### config.mk
export PLATFORM = sky130hd
export DESIGN_NAME = sid_reg_if
export DESIGN_NICKNAME = d
export VERILOG_FILES = /design/src/rtl/sid_reg_pkg.sv /design/src/rtl/sid_wr_sync.sv /design/src/rtl/sid_reg_if.sv
export SDC_FILE = /design/constraint.sdc
export NUM_CORES = 1
export LEC_CHECK = 0
export CAP_MARGIN = 10
export CELL_PAD_IN_SITES_DETAIL_PLACEMENT = 1
export CELL_PAD_IN_SITES_GLOBAL_PLACEMENT = 1
export CORE_ASPECT_RATIO = 0.6
export CORE_MARGIN = 10
export CORE_UTILIZATION = 25
export DETAILED_ROUTE_END_ITERATION = 6
export PLACE_DENSITY_LB_ADDON = 0.1
export SYNTH_ARGS = -nofsm -noshare
export SYNTH_HDL_FRONTEND = slang
export SYNTH_SLANG_ARGS = --single-unit
### constraint.sdc
create_clock -name clk -period 2.8 [get_ports clk]
set_input_delay 0.28 -clock clk [delete_from_list [all_inputs] [get_ports clk]]
set_output_delay 0.28 -clock clk [all_outputs]
set_load 0.01 [all_outputs]
### src/rtl/sid_reg_pkg.sv
// Shared types and constants for the SID host register interface.
// The address map, ctrl bit positions and voice bank layout live here.
package sid_reg_pkg;

  localparam int DEF_NUM_VOICES = 3;
  localparam int FREQ_W         = 16;
  localparam int PW_W           = 12;
  localparam int VOICE_W        = 2;
  localparam int ADDR_W         = 3;

  localparam logic [ADDR_W-1:0] ADDR_FREQ_LO = 3'd0;
  localparam logic [ADDR_W-1:0] ADDR_FREQ_HI = 3'd1;
  localparam logic [ADDR_W-1:0] ADDR_PW_LO   = 3'd2;
  localparam logic [ADDR_W-1:0] ADDR_PW_HI   = 3'd3;
  localparam logic [ADDR_W-1:0] ADDR_ATK_DEC = 3'd4;
  localparam logic [ADDR_W-1:0] ADDR_SUS_REL = 3'd5;
  localparam logic [ADDR_W-1:0] ADDR_CTRL    = 3'd6;

  localparam int CTRL_GATE  = 0;
  localparam int CTRL_SYNC  = 1;
  localparam int CTRL_RING  = 2;
  localparam int CTRL_TEST  = 3;
  localparam int CTRL_TRI   = 4;
  localparam int CTRL_SAW   = 5;
  localparam int CTRL_PULSE = 6;
  localparam int CTRL_NOISE = 7;

  // Payload of one host access as captured from the pads.
  typedef struct packed {
    logic [VOICE_W-1:0] voice;
    logic [ADDR_W-1:0]  addr;
    logic [7:0]         data;
  } host_req_t;

  typedef struct packed {
    logic [FREQ_W-1:0] freq;
    logic [PW_W-1:0]   pw;
    logic [7:0]        atk_dec;
    logic [7:0]        sus_rel;
    logic [7:0]        ctrl;
  } voice_regs_t;

endpackage

### src/rtl/sid_wr_sync.sv
// Pad capture stage: registers ui_in/uio_in every clk and emits a one-cycle write strobe
// on the sampled we rising edge (read strobe only with SID_READBACK_EN); no backpressure.
module sid_wr_sync
  import sid_reg_pkg::*;
(
  input  logic       clk,
  input  logic       rst_n,
  input  logic       ena,
  input  logic [7:0] ui_in,
  input  logic [7:0] uio_in,
  output host_req_t  req,
  output logic       wr_stb
`ifdef SID_READBACK_EN
  ,
  output logic       rd_stb
`endif
);

  logic s1_we;
  logic s2_we;

  // Edge tracking runs even with ena low, so a strobe already high when ena rises never commits.
  always_ff @(posedge clk or negedge rst_n) begin
    if (!rst_n) begin
      s1_we <= 1'b0;
      s2_we <= 1'b0;
      req   <= '0;
    end else begin
      s1_we     <= ui_in[7];
      s2_we     <= s1_we;
      req.voice <= ui_in[4:3];
      req.addr  <= ui_in[2:0];
      req.data  <= uio_in;
    end
  end

  assign wr_stb = s1_we & ~s2_we & ena;

`ifdef SID_READBACK_EN
  logic s1_rd;

  always_ff @(posedge clk or negedge rst_n) begin
    if (!rst_n) begin
      s1_rd <= 1'b0;
    end else begin
      s1_rd <= ui_in[6];
    end
  end

  // A combined rd+we access is treated purely as a write.
  assign rd_stb = s1_rd & ~s1_we & ena;
`endif

endmodule

### src/rtl/sid_reg_if.sv
// SID host register responder: per-voice banks, gate edge pulses and optional readback (SID_READBACK_EN).
// Writes land 2 clk after we is sampled high, reads 2 clk after rd; the host is never stalled.
module sid_reg_if
  import sid_reg_pkg::*;
#(
  parameter int NUM_VOICES = DEF_NUM_VOICES
) (
  input  logic                         clk,
  input  logic                         rst_n,
  input  logic                         ena,
  input  logic [7:0]                   ui_in,
  input  logic [7:0]                   uio_in,
  output logic [7:0]                   uio_out,
  output logic [7:0]                   uio_oe,
  output logic [NUM_VOICES*FREQ_W-1:0] freq_o,
  output logic [NUM_VOICES*PW_W-1:0]   pw_o,
  output logic [NUM_VOICES*8-1:0]      atk_dec_o,
  output logic [NUM_VOICES*8-1:0]      sus_rel_o,
  output logic [NUM_VOICES*8-1:0]      ctrl_o,
  output logic [NUM_VOICES-1:0]        gate_rise_o,
  output logic [NUM_VOICES-1:0]        gate_fall_o
);

  host_req_t   req;
  logic        wr_stb;
  voice_regs_t bank [NUM_VOICES];

`ifdef SID_READBACK_EN
  logic rd_stb;
`endif

  sid_wr_sync u_wr_sync (
    .clk    (clk),
    .rst_n  (rst_n),
    .ena    (ena),
    .ui_in  (ui_in),
    .uio_in (uio_in),
    .req    (req),
    .wr_stb (wr_stb)
`ifdef SID_READBACK_EN
    ,
    .rd_stb (rd_stb)
`endif
  );

  // Bytes commit independently; the voice core sees half-written freq/pw values by design.
  always_ff @(posedge clk or negedge rst_n) begin
    if (!rst_n) begin
      for (int v = 0; v < NUM_VOICES; v++) begin
        bank[v] <= '0;
      end
      gate_rise_o <= '0;
      gate_fall_o <= '0;
    end else begin
      gate_rise_o <= '0;
      gate_fall_o <= '0;
      for (int v = 0; v < NUM_VOICES; v++) begin
        if (wr_stb && (req.voice == VOICE_W'(v))) begin
          case (req.addr)
            ADDR_FREQ_LO: bank[v].freq[7:0]  <= req.data;
            ADDR_FREQ_HI: bank[v].freq[15:8] <= req.data;
            ADDR_PW_LO:   bank[v].pw[7:0]    <= req.data;
            ADDR_PW_HI:   bank[v].pw[11:8]   <= req.data[3:0];
            ADDR_ATK_DEC: bank[v].atk_dec    <= req.data;
            ADDR_SUS_REL: bank[v].sus_rel    <= req.data;
            ADDR_CTRL: begin
              bank[v].ctrl   <= req.data;
              gate_rise_o[v] <= req.data[CTRL_GATE] & ~bank[v].ctrl[CTRL_GATE];
              gate_fall_o[v] <= ~req.data[CTRL_GATE] & bank[v].ctrl[CTRL_GATE];
            end
            default: ;
          endcase
        end
      end
    end
  end

  for (genvar v = 0; v < NUM_VOICES; v++) begin : g_out
    assign freq_o[v*FREQ_W +: FREQ_W] = bank[v].freq;
    assign pw_o[v*PW_W +: PW_W]       = bank[v].pw;
    assign atk_dec_o[v*8 +: 8]        = bank[v].atk_dec;
    assign sus_rel_o[v*8 +: 8]        = bank[v].sus_rel;
    assign ctrl_o[v*8 +: 8]           = bank[v].ctrl;
  end

`ifdef SID_READBACK_EN
  logic [7:0] rd_dat;

  always_comb begin
    rd_dat = '0;
    for (int v = 0; v < NUM_VOICES; v++) begin
      if (req.voice == VOICE_W'(v)) begin
        case (req.addr)
          ADDR_FREQ_LO: rd_dat = bank[v].freq[7:0];
          ADDR_FREQ_HI: rd_dat = bank[v].freq[15:8];
          ADDR_PW_LO:   rd_dat = bank[v].pw[7:0];
          ADDR_PW_HI:   rd_dat = {4'h0, bank[v].pw[11:8]};
          ADDR_ATK_DEC: rd_dat = bank[v].atk_dec;
          ADDR_SUS_REL: rd_dat = bank[v].sus_rel;
          ADDR_CTRL:    rd_dat = bank[v].ctrl;
          default:      rd_dat = '0;
        endcase
      end
    end
  end

  always_ff @(posedge clk or negedge rst_n) begin
    if (!rst_n) begin
      uio_oe  <= '0;
      uio_out <= '0;
    end else begin
      uio_oe  <= {8{rd_stb}};
      uio_out <= rd_stb ? rd_dat : 8'h00;
    end
  end
`else
  assign uio_out = '0;
  assign uio_oe  = '0;
`endif

endmodule
==> Word level (Yosys, flattened, before mapping) <==
Cells that the tools add are included.
{ "word_totals": {"register_bits": 177, "latchBits": 0, "mem_bits_rw": 0, "romBits": 0, "mem_count": 0} }
{ "op_classes": {"addsub": 0, "n_mul": 0, "n_div": 0, "magnitude_cmp": 0, "eq_ne": 8, "shift": 0, "mux": 12, "n_bitwise": 13, "reduce_logical": 26} }
{ "ops": {"columns": ["cell", "count"], "rows": [
  ["$reduce_and A2 Y1", 21],
  ["$mux W1", 12],
  ["$eq A3 B3 Y1 const B", 3],
  ["$and A1 B1 Y1", 8],
  ["$eq A3 B2 Y1 const B", 2],
  ["$not A1 Y1", 5],
  ["$eq A3 B1 Y1 const B", 1],
  ["$logic_and A1 B1 Y1", 3],
  ["$logic_not A3 Y1", 1],
  ["$eq A2 B1 Y1 const B", 1],
  ["$eq A2 B2 Y1 const B", 1],
  ["$logic_not A2 Y1", 1]
]} }

==> Depth between registers and ports, before layout <==
Gate-level depths: netlist of run 1.
{ "depth": {"ltp_word": 5, "depth_mapped": 5} }

==> Modules after synthesis <==
A second synthesis of run 1 with hierarchy kept.
{ "hier_totals": {"cells_unflattened": 406, "area_unflattened_um2": 6696.4} }
{ "modules_own_cells": {"columns": ["mod", "instances", "cells_each", "area_each_um2", "seq_area_each_um2"], "rows": [
  ["sid_reg_if", 1, 390, 6312.3, 4053.9],
  ["sid_wr_sync", 1, 16, 384.1, 375.4]
]} }

==> Worst setup path after synthesis of run 1 <==
OpenSTA, ideal clock, no wires.
{ "synth_timing": {"path_kind": "flip-flop to flip-flop", "startpoint": "reg, netlist name u_wr_sync.req[12]", "endpoint": "reg bank (netlist bit atk_dec_o[0])", "setup_time_ns": 0.125, "arrival_time_ns": 1.661, "path_slack_ns": 1.013, "path_stages_with_launch": 5, "cell_sequence": "dfrtp_1 > or4b_1 > or3_1 > buf_6 > mux2_4"} }
{ "synth_between": {"elab_chain_len": 3} }
{ "synth_lines": {"columns": ["element", "line_no", "text"], "rows": [
  ["$logic_not A2 Y1", "sid_reg_if.sv:58", "if (wr_stb && (req.voice == VOICE_W'(v))) begin"],
  ["$logic_and A1 B1 Y1", "sid_reg_if.sv:58", null],
  ["$reduce_and A2 Y1 (no source line)", null, null],
  ["to (decl)", "sid_reg_if.sv:26", "voice_regs_t bank [NUM_VOICES];"]
]} }
Every way passes these cells.
A chain may end at the register's enable or synchronous reset.

==> Worst setup path after layout of run 1 <==
{ "layout_timing": {"startpoint": "reg, netlist name u_wr_sync.req[12]", "endpoint": "reg bank (netlist bit atk_dec_o[7])"} }
{ "layout_between": {"elab_chain_len": 3} }
{ "layout_lines": {"columns": ["element", "line_no"], "rows": [
  ["$logic_not A2 Y1", "sid_reg_if.sv:58"],
  ["$logic_and A1 B1 Y1", "sid_reg_if.sv:58"],
  ["$reduce_and A2 Y1 (no source line)", null]
]} }
Every way passes these cells.

==> results.sh, run 1 <==
export IMPL_status="complete, no violations"
export IMPL_crit_path_start_kind="register"
export IMPL_crit_fanout=12
export IMPL_syn_to_final_growth_pct=41.5
export IMPL_end_kind="register"
export IMPL_seq_power_share=0.464
export IMPL_overflow=0
export IMPL_layout_nets=625
export IMPL_wl_per_cell_um=22.6
export IMPL_rsz0062_at_grt="no"
export IMPL_switching_power_w=0.00153
export IMPL_ant_nets=0
export IMPL_reg2reg_depth=3
export IMPL_gp_congestion=0.742
export IMPL_numPortBuffers=178
export IMPL_syn_inst=420
export IMPL_grtUsageTotal=0.132
export IMPL_layout_min_cycle_time_ps=2240
export IMPL_ctsResizeCount=0
export IMPL_final_cell_mix="dfrtp_1, clkdlybuf4s50_1, mux2_2"
export IMPL_hold_class="in -> reg"
export IMPL_viasPerCell=4.23
export IMPL_crit_required_ps=3120
export IMPL_pwr_share_clk=0.408
export IMPL_syn_avg_cell_area_um2=16.1
export IMPL_combPwrFrac=0.128
export IMPL_die_w_um=232
export IMPL_grt_pass1_wl_um=33000
export IMPL_first_iter_violations=115
export IMPL_cts_max_level=4
export IMPL_swShare=0.244
export IMPL_num_rows=46
export IMPL_grt_start_max_net_pins=82
export IMPL_cts_tree="built"
export IMPL_fp_dieH_um=147
export IMPL_setup_viol=0
export IMPL_grt_pass1_vias=4813
export IMPL_synth_warnings=0
export IMPL_io_pins=197
export IMPL_instances_no_fill=979
export IMPL_synth_area_um2=6770
export IMPL_p_leak_nw=4.42
export IMPL_initial_core_util=0.255
export IMPL_worst_ir_drop_vdd_mv=0.513
export IMPL_cts_clk_slew_worst_paths_ps=70
export IMPL_arrival_ps=2560
export IMPL_fmax_mhz=447
export IMPL_seq_area_frac_synth=0.654
export IMPL_crit_chain="or4b_1 > or3_1 > mux2_4"
export IMPL_drv_cap=0
export IMPL_layout_drive_gt1_share=0.328
export IMPL_slew_headroom=0.321
export IMPL_hpwl_um=15900
export IMPL_routed_wirelength_um=22100
export IMPL_fin_tns_setup_ps=0
export IMPL_clock_skew_ps=8.84
export IMPL_ys_ff_latch=177
export IMPL_hold_viol_final=0
export IMPL_internal_power_w=0.00475
export IMPL_dp_cells=946
export IMPL_drv_slew=0
export IMPL_slowest_delay_ps=610
export IMPL_clock_root_buffer="clkbuf_16"
export IMPL_via_count=4139
export IMPL_firstDrtPassIters=4
export IMPL_powerDensity_nw_per_um2=656
export IMPL_cts_sinks=177
export IMPL_synth_distinct_cells=31
export IMPL_max_slew_worst_pin_slew_ps=1020
export IMPL_antenna_found_initial=0
export IMPL_drc_errors=0
export IMPL_critPathKind="reg -> reg"
export IMPL_clk_latency_ps=440
export IMPL_hold_path_cell_count=1
export IMPL_antennaDiodeCount=0
export IMPL_cp_slowest_cell="or4b_1"
export IMPL_core_area_um2=26500
export IMPL_timing_hold_ws_ps=275
export IMPL_die_area_um2=34300
export IMPL_finalPower_w=0.00628
export IMPL_cts_buffers=17
export IMPL_min_period_over_period=0.799
export IMPL_clockBufferDepth=2
## state kept, by name, summed over array words and instances (netlist names)
| register | count |
|---|---|
| u_wr_sync.s1_we | 1 |
| freq_o | 48 |
| pw_o | 36 |
| ctrl_o | 24 |
| atk_dec_o | 24 |
| sus_rel_o | 24 |
| gate_fall_o | 3 |
| u_wr_sync.s2_we | 1 |
| u_wr_sync.req | 13 |
| gate_rise_o | 3 |
## per-stage QoR
step | worst slack [ps] | utilization | area, um2
floorplan | 1010 | - | 6820
global placement | 442 | 0.337 | 8940
detailed placement | 382 | 0.337 | 8940
CTS | 568 | 0.361 | 9580
global route | 489 | 0.361 | 9580
finish | 563 | 0.361 | 9580
## Yosys cell counts (all sizes together)
| cell type | count | share of area |
|---|---|---|
| nand4bb | 2 | 0.0033 |
| nand4b | 3 | 0.0039 |
| buf | 18 | 0.020 |
| or3 | 3 | 0.0028 |
| or3b | 2 | 0.0026 |
| nand3 | 6 | 0.0044 |
| dfrtp | 177 | 0.65 |
| nor3b | 1 | 0.0011 |
| or4b | 1 | 0.0015 |
| nand3b | 2 | 0.0022 |
| nor4bb | 1 | 0.0015 |
| nand4 | 1 | 0.00092 |
| nor2b | 2 | 0.0018 |
| nor4b | 3 | 0.0039 |
| and4b | 2 | 0.0030 |
| and4bb | 2 | 0.0037 |
| nor2 | 4 | 0.0026 |
| nand2 | 5 | 0.0028 |
| mux2 | 156 | 0.26 |
| nand2b | 2 | 0.0018 |
| clkbuf | 19 | 0.011 |
| and3 | 2 | 0.0018 |
| nor4 | 1 | 0.00092 |
| conb | 1 | 0.00055 |
| nor3 | 4 | 0.0037 |
## per-layer routing
layer	part of all wire	wire length, um	up-vias	track usage
met4	0.0098	216	0	0.0371
met2	0.46	10100	101	0.206
li1	-	-	1837	-
met3	0.075	1660	16	0.0570
met1	0.46	10100	2185	0.163
met5	0	0	-	0
## worst max-delay path: cells and delay by family (launching register included)
kind | cells | cell delay, ps
flip-flops | 1 | 510
multiplexers | 1 | 400
AND/OR/NAND/NOR | 2 | 1210
## power by group through the flow
stage                     Sequential [W]  Clock, W  Combinational (W)
after detailed placement         0.00297         0           0.000820
after CTS                        0.00292   0.00266           0.000824
after global placement           0.00296         0           0.000804
after floorplan                  0.00298         0           0.000232
after global routing             0.00295   0.00276           0.000867
final                            0.00292   0.00256           0.000804
## cell families (layout without fill, tap and decap cells)
kind of cell / count (synthesis) / after routing / share of synthesized area
and+or+nand+nor: 49 / 49 / 0.0503
muxes: 156 / 156 / 0.264
other: 1 / 16 / 0.000554
DFF: 177 / 177 / 0.654
buffers and inverters: 37 / 221 / 0.0307
## layout make-up
class / instances / area (um2)
Fill cell: 2722 / 17000
Sequential cell: 177 / 4430
Multi-Input combinational cell: 221 / 2190
Timing Repair Buffer: 189 / 1880
Tap cell: 360 / 450
Clock buffer: 19 / 443
Clock inverter: 13 / 184
## final timing paths
path / start / end / slack (ps)
max in group asynchronous: rst_n / freq_o[41] / 1490
worst max register to register: u_wr_sync.req[12] / atk_dec_o[7] / 560
worst min register to register: ctrl_o[16] / gate_rise_o[2] / 490
min in group asynchronous: rst_n / pw_o[18] / 460
worst max-delay path: u_wr_sync.req[12] / atk_dec_o[7] / 560
worst min-delay path: ui_in[1] / u_wr_sync.req[9] / 270
## timing repair
action                    in CTS  in global routing
setup buffers                  0                  0
hold endpoints to repair      78                  0
hold buffers                   1                  0
Note: power is estimated with default switching activity, not from simulation.
==> run 2: changes to the inputs <==
clock period = 2 ns   (was 2.8 ns; I/O delays follow)
==> results.sh, run 2 (synthesis gave the netlist of run 1 again) <==
export IMPL_end_kind="register"
export IMPL_min_period_over_period=0.955
export IMPL_finalCoreUtilization=0.371
export IMPL_drc_errors=0
export IMPL_crit_path_start_kind="register"
export IMPL_firstDrtPassIters=4
export IMPL_wl_per_cell_um=21.8
export IMPL_layout_drive_gt1_share=0.353
export IMPL_ant_nets=0
export IMPL_setup_ws_ps=89.4
export IMPL_crit_fanout=11
export IMPL_post_cts_buffers=0
export IMPL_syn_to_final_growth_pct=45.4
export IMPL_initial_core_util=0.255
export IMPL_viasPerCell=4.20
export IMPL_fmax_mhz=523
export IMPL_status="complete, no violations"
export IMPL_via_count=4233
export IMPL_cts_max_level=4
export IMPL_pre_cts_slack_ps=-148
export IMPL_antennaDiodeCount=0
export IMPL_clockBufferDepth=2
export IMPL_grt_pass1_wl_um=32400
export IMPL_final_cell_mix="dfrtp_1, clkdlybuf4s50_1, mux2_2"
export IMPL_worst_ir_drop_vdd_mv=0.504
export IMPL_layout_min_cycle_time_ps=1910
export IMPL_rsz0062_at_grt="no"
export IMPL_overflow=0
export IMPL_drv_cap=0
export IMPL_critPathKind="reg -> reg"
export IMPL_cts_tree="built"
export IMPL_layout_nets=654
export IMPL_grt_start_max_net_pins=62
export IMPL_hold_viol_final=0
export IMPL_numPortBuffers=178
export IMPL_cts_sinks=177
export IMPL_wl_met1_um=10000
export IMPL_crit_required_ps=2320
export IMPL_wl_met3_um=1740
export IMPL_routed_wirelength_um=22000
export IMPL_largest_reg_flops=48
export IMPL_first_iter_violations=162
export IMPL_fin_tns_setup_ps=0
export IMPL_fp_dieH_um=147
export IMPL_max_slew_worst_pin_slew_ps=1120
export IMPL_num_rows=46
export IMPL_grt_pass1_vias=4767
export IMPL_drv_slew=0
export IMPL_cts_buffers=17
export IMPL_cts_clk_slew_worst_paths_ps=60
export IMPL_p_leak_nw=4.55
export IMPL_slew_headroom=0.255
export IMPL_finalPower_w=0.00853
export IMPL_die_w_um=232
export IMPL_gp_congestion=0.739
export IMPL_io_pins=197
export IMPL_arrival_ps=2230
export IMPL_fillers=2773
export IMPL_hold_class="in -> reg"
export IMPL_clk_latency_ps=440
export IMPL_powerDensity_nw_per_um2=867
export IMPL_wl_met2_um=9970
export IMPL_setup_viol=0
export IMPL_top_layer="met4"
export IMPL_antenna_found_initial=0
export IMPL_die_area_um2=34300
export IMPL_hpwl_um=16000
export IMPL_clock_skew_ps=9.59
export IMPL_core_area_um2=26500
export IMPL_clock_root_buffer="clkbuf_16"
export IMPL_grtUsageTotal=0.130
-- run 2: cell types whose count changed in the layout (fill, tap and decap cells not counted), sizes merged --
cell / delta
clkinvlp: +4
buf: +29
inv: -1
clkbuf: +5
bufinv: -2
clkinv: -6
-- run 2: final timing paths --
check	from	endpoint	slack [ps]	depth (start not counted)
worst min register to register	ctrl_o[16]	gate_rise_o[2]	500	1
worst min-delay path	ui_in[1]	u_wr_sync.req[9]	200	1
min in group asynchronous	rst_n	pw_o[18]	280	2
worst max-delay path	u_wr_sync.req[11]	atk_dec_o[23]	90	4
max in group asynchronous	rst_n	ctrl_o[4]	990	3
worst max register to register	u_wr_sync.req[11]	atk_dec_o[23]	90	4
-- run 2: what timing repair did --
item | 4_1_cts | 5_1_grt
hold buffers | 1 | 0
hold endpoints to repair | 48 | 0
endpoints found under the setup margin | 0 | 4
resized for setup | 0 | 1
-- run 2: power by group --
group | internal [W] | switching, W | leakage (nW)
Combinational | 0.000687 | 0.000490 | 1.90
Sequential | 0.00385 | 0.000202 | 2.38
Clock | 0.00191 | 0.00139 | 0.267
-- run 2: routing by layer --
layer,global-route usage,vias up
met4,0.0410,0
met5,0,-
met2,0.199,93
met3,0.0589,16
met1,0.161,2231
li1,-,1893
-- run 2: area by class of cell --
cell class / count / area (um2) / area share
sequential: 177 / 4430 / 0.450
tap: 360 / 450 / 0.0458
timing repair buffer: 218 / 2190 / 0.222
multi-input combinational: 221 / 2190 / 0.223
clock buffer: 24 / 472 / 0.0480
clock inverter: 8 / 104 / 0.0106
-- run 2: worst max-delay path, cell delays in order (launching register included) --
cell and delay, ps:
dfrtp_1 380, buf_4 180, and4bb_2 310, or3b_2 600, mux2_2 320
-- run 2: per-stage QoR --
| stage | instance area [um2] | hold WS (ps) | cells |
|---|---|---|---|
| after floorplan | 6820 | -95.6 | 435 |
| after global placement | 9250 | 184 | 975 |
| after detailed placement | 9250 | 194 | 975 |
| after CTS | 9830 | 165 | 1008 |
| after global routing | 9840 | 169 | 1008 |
| final | 9840 | 200 | 1008 |
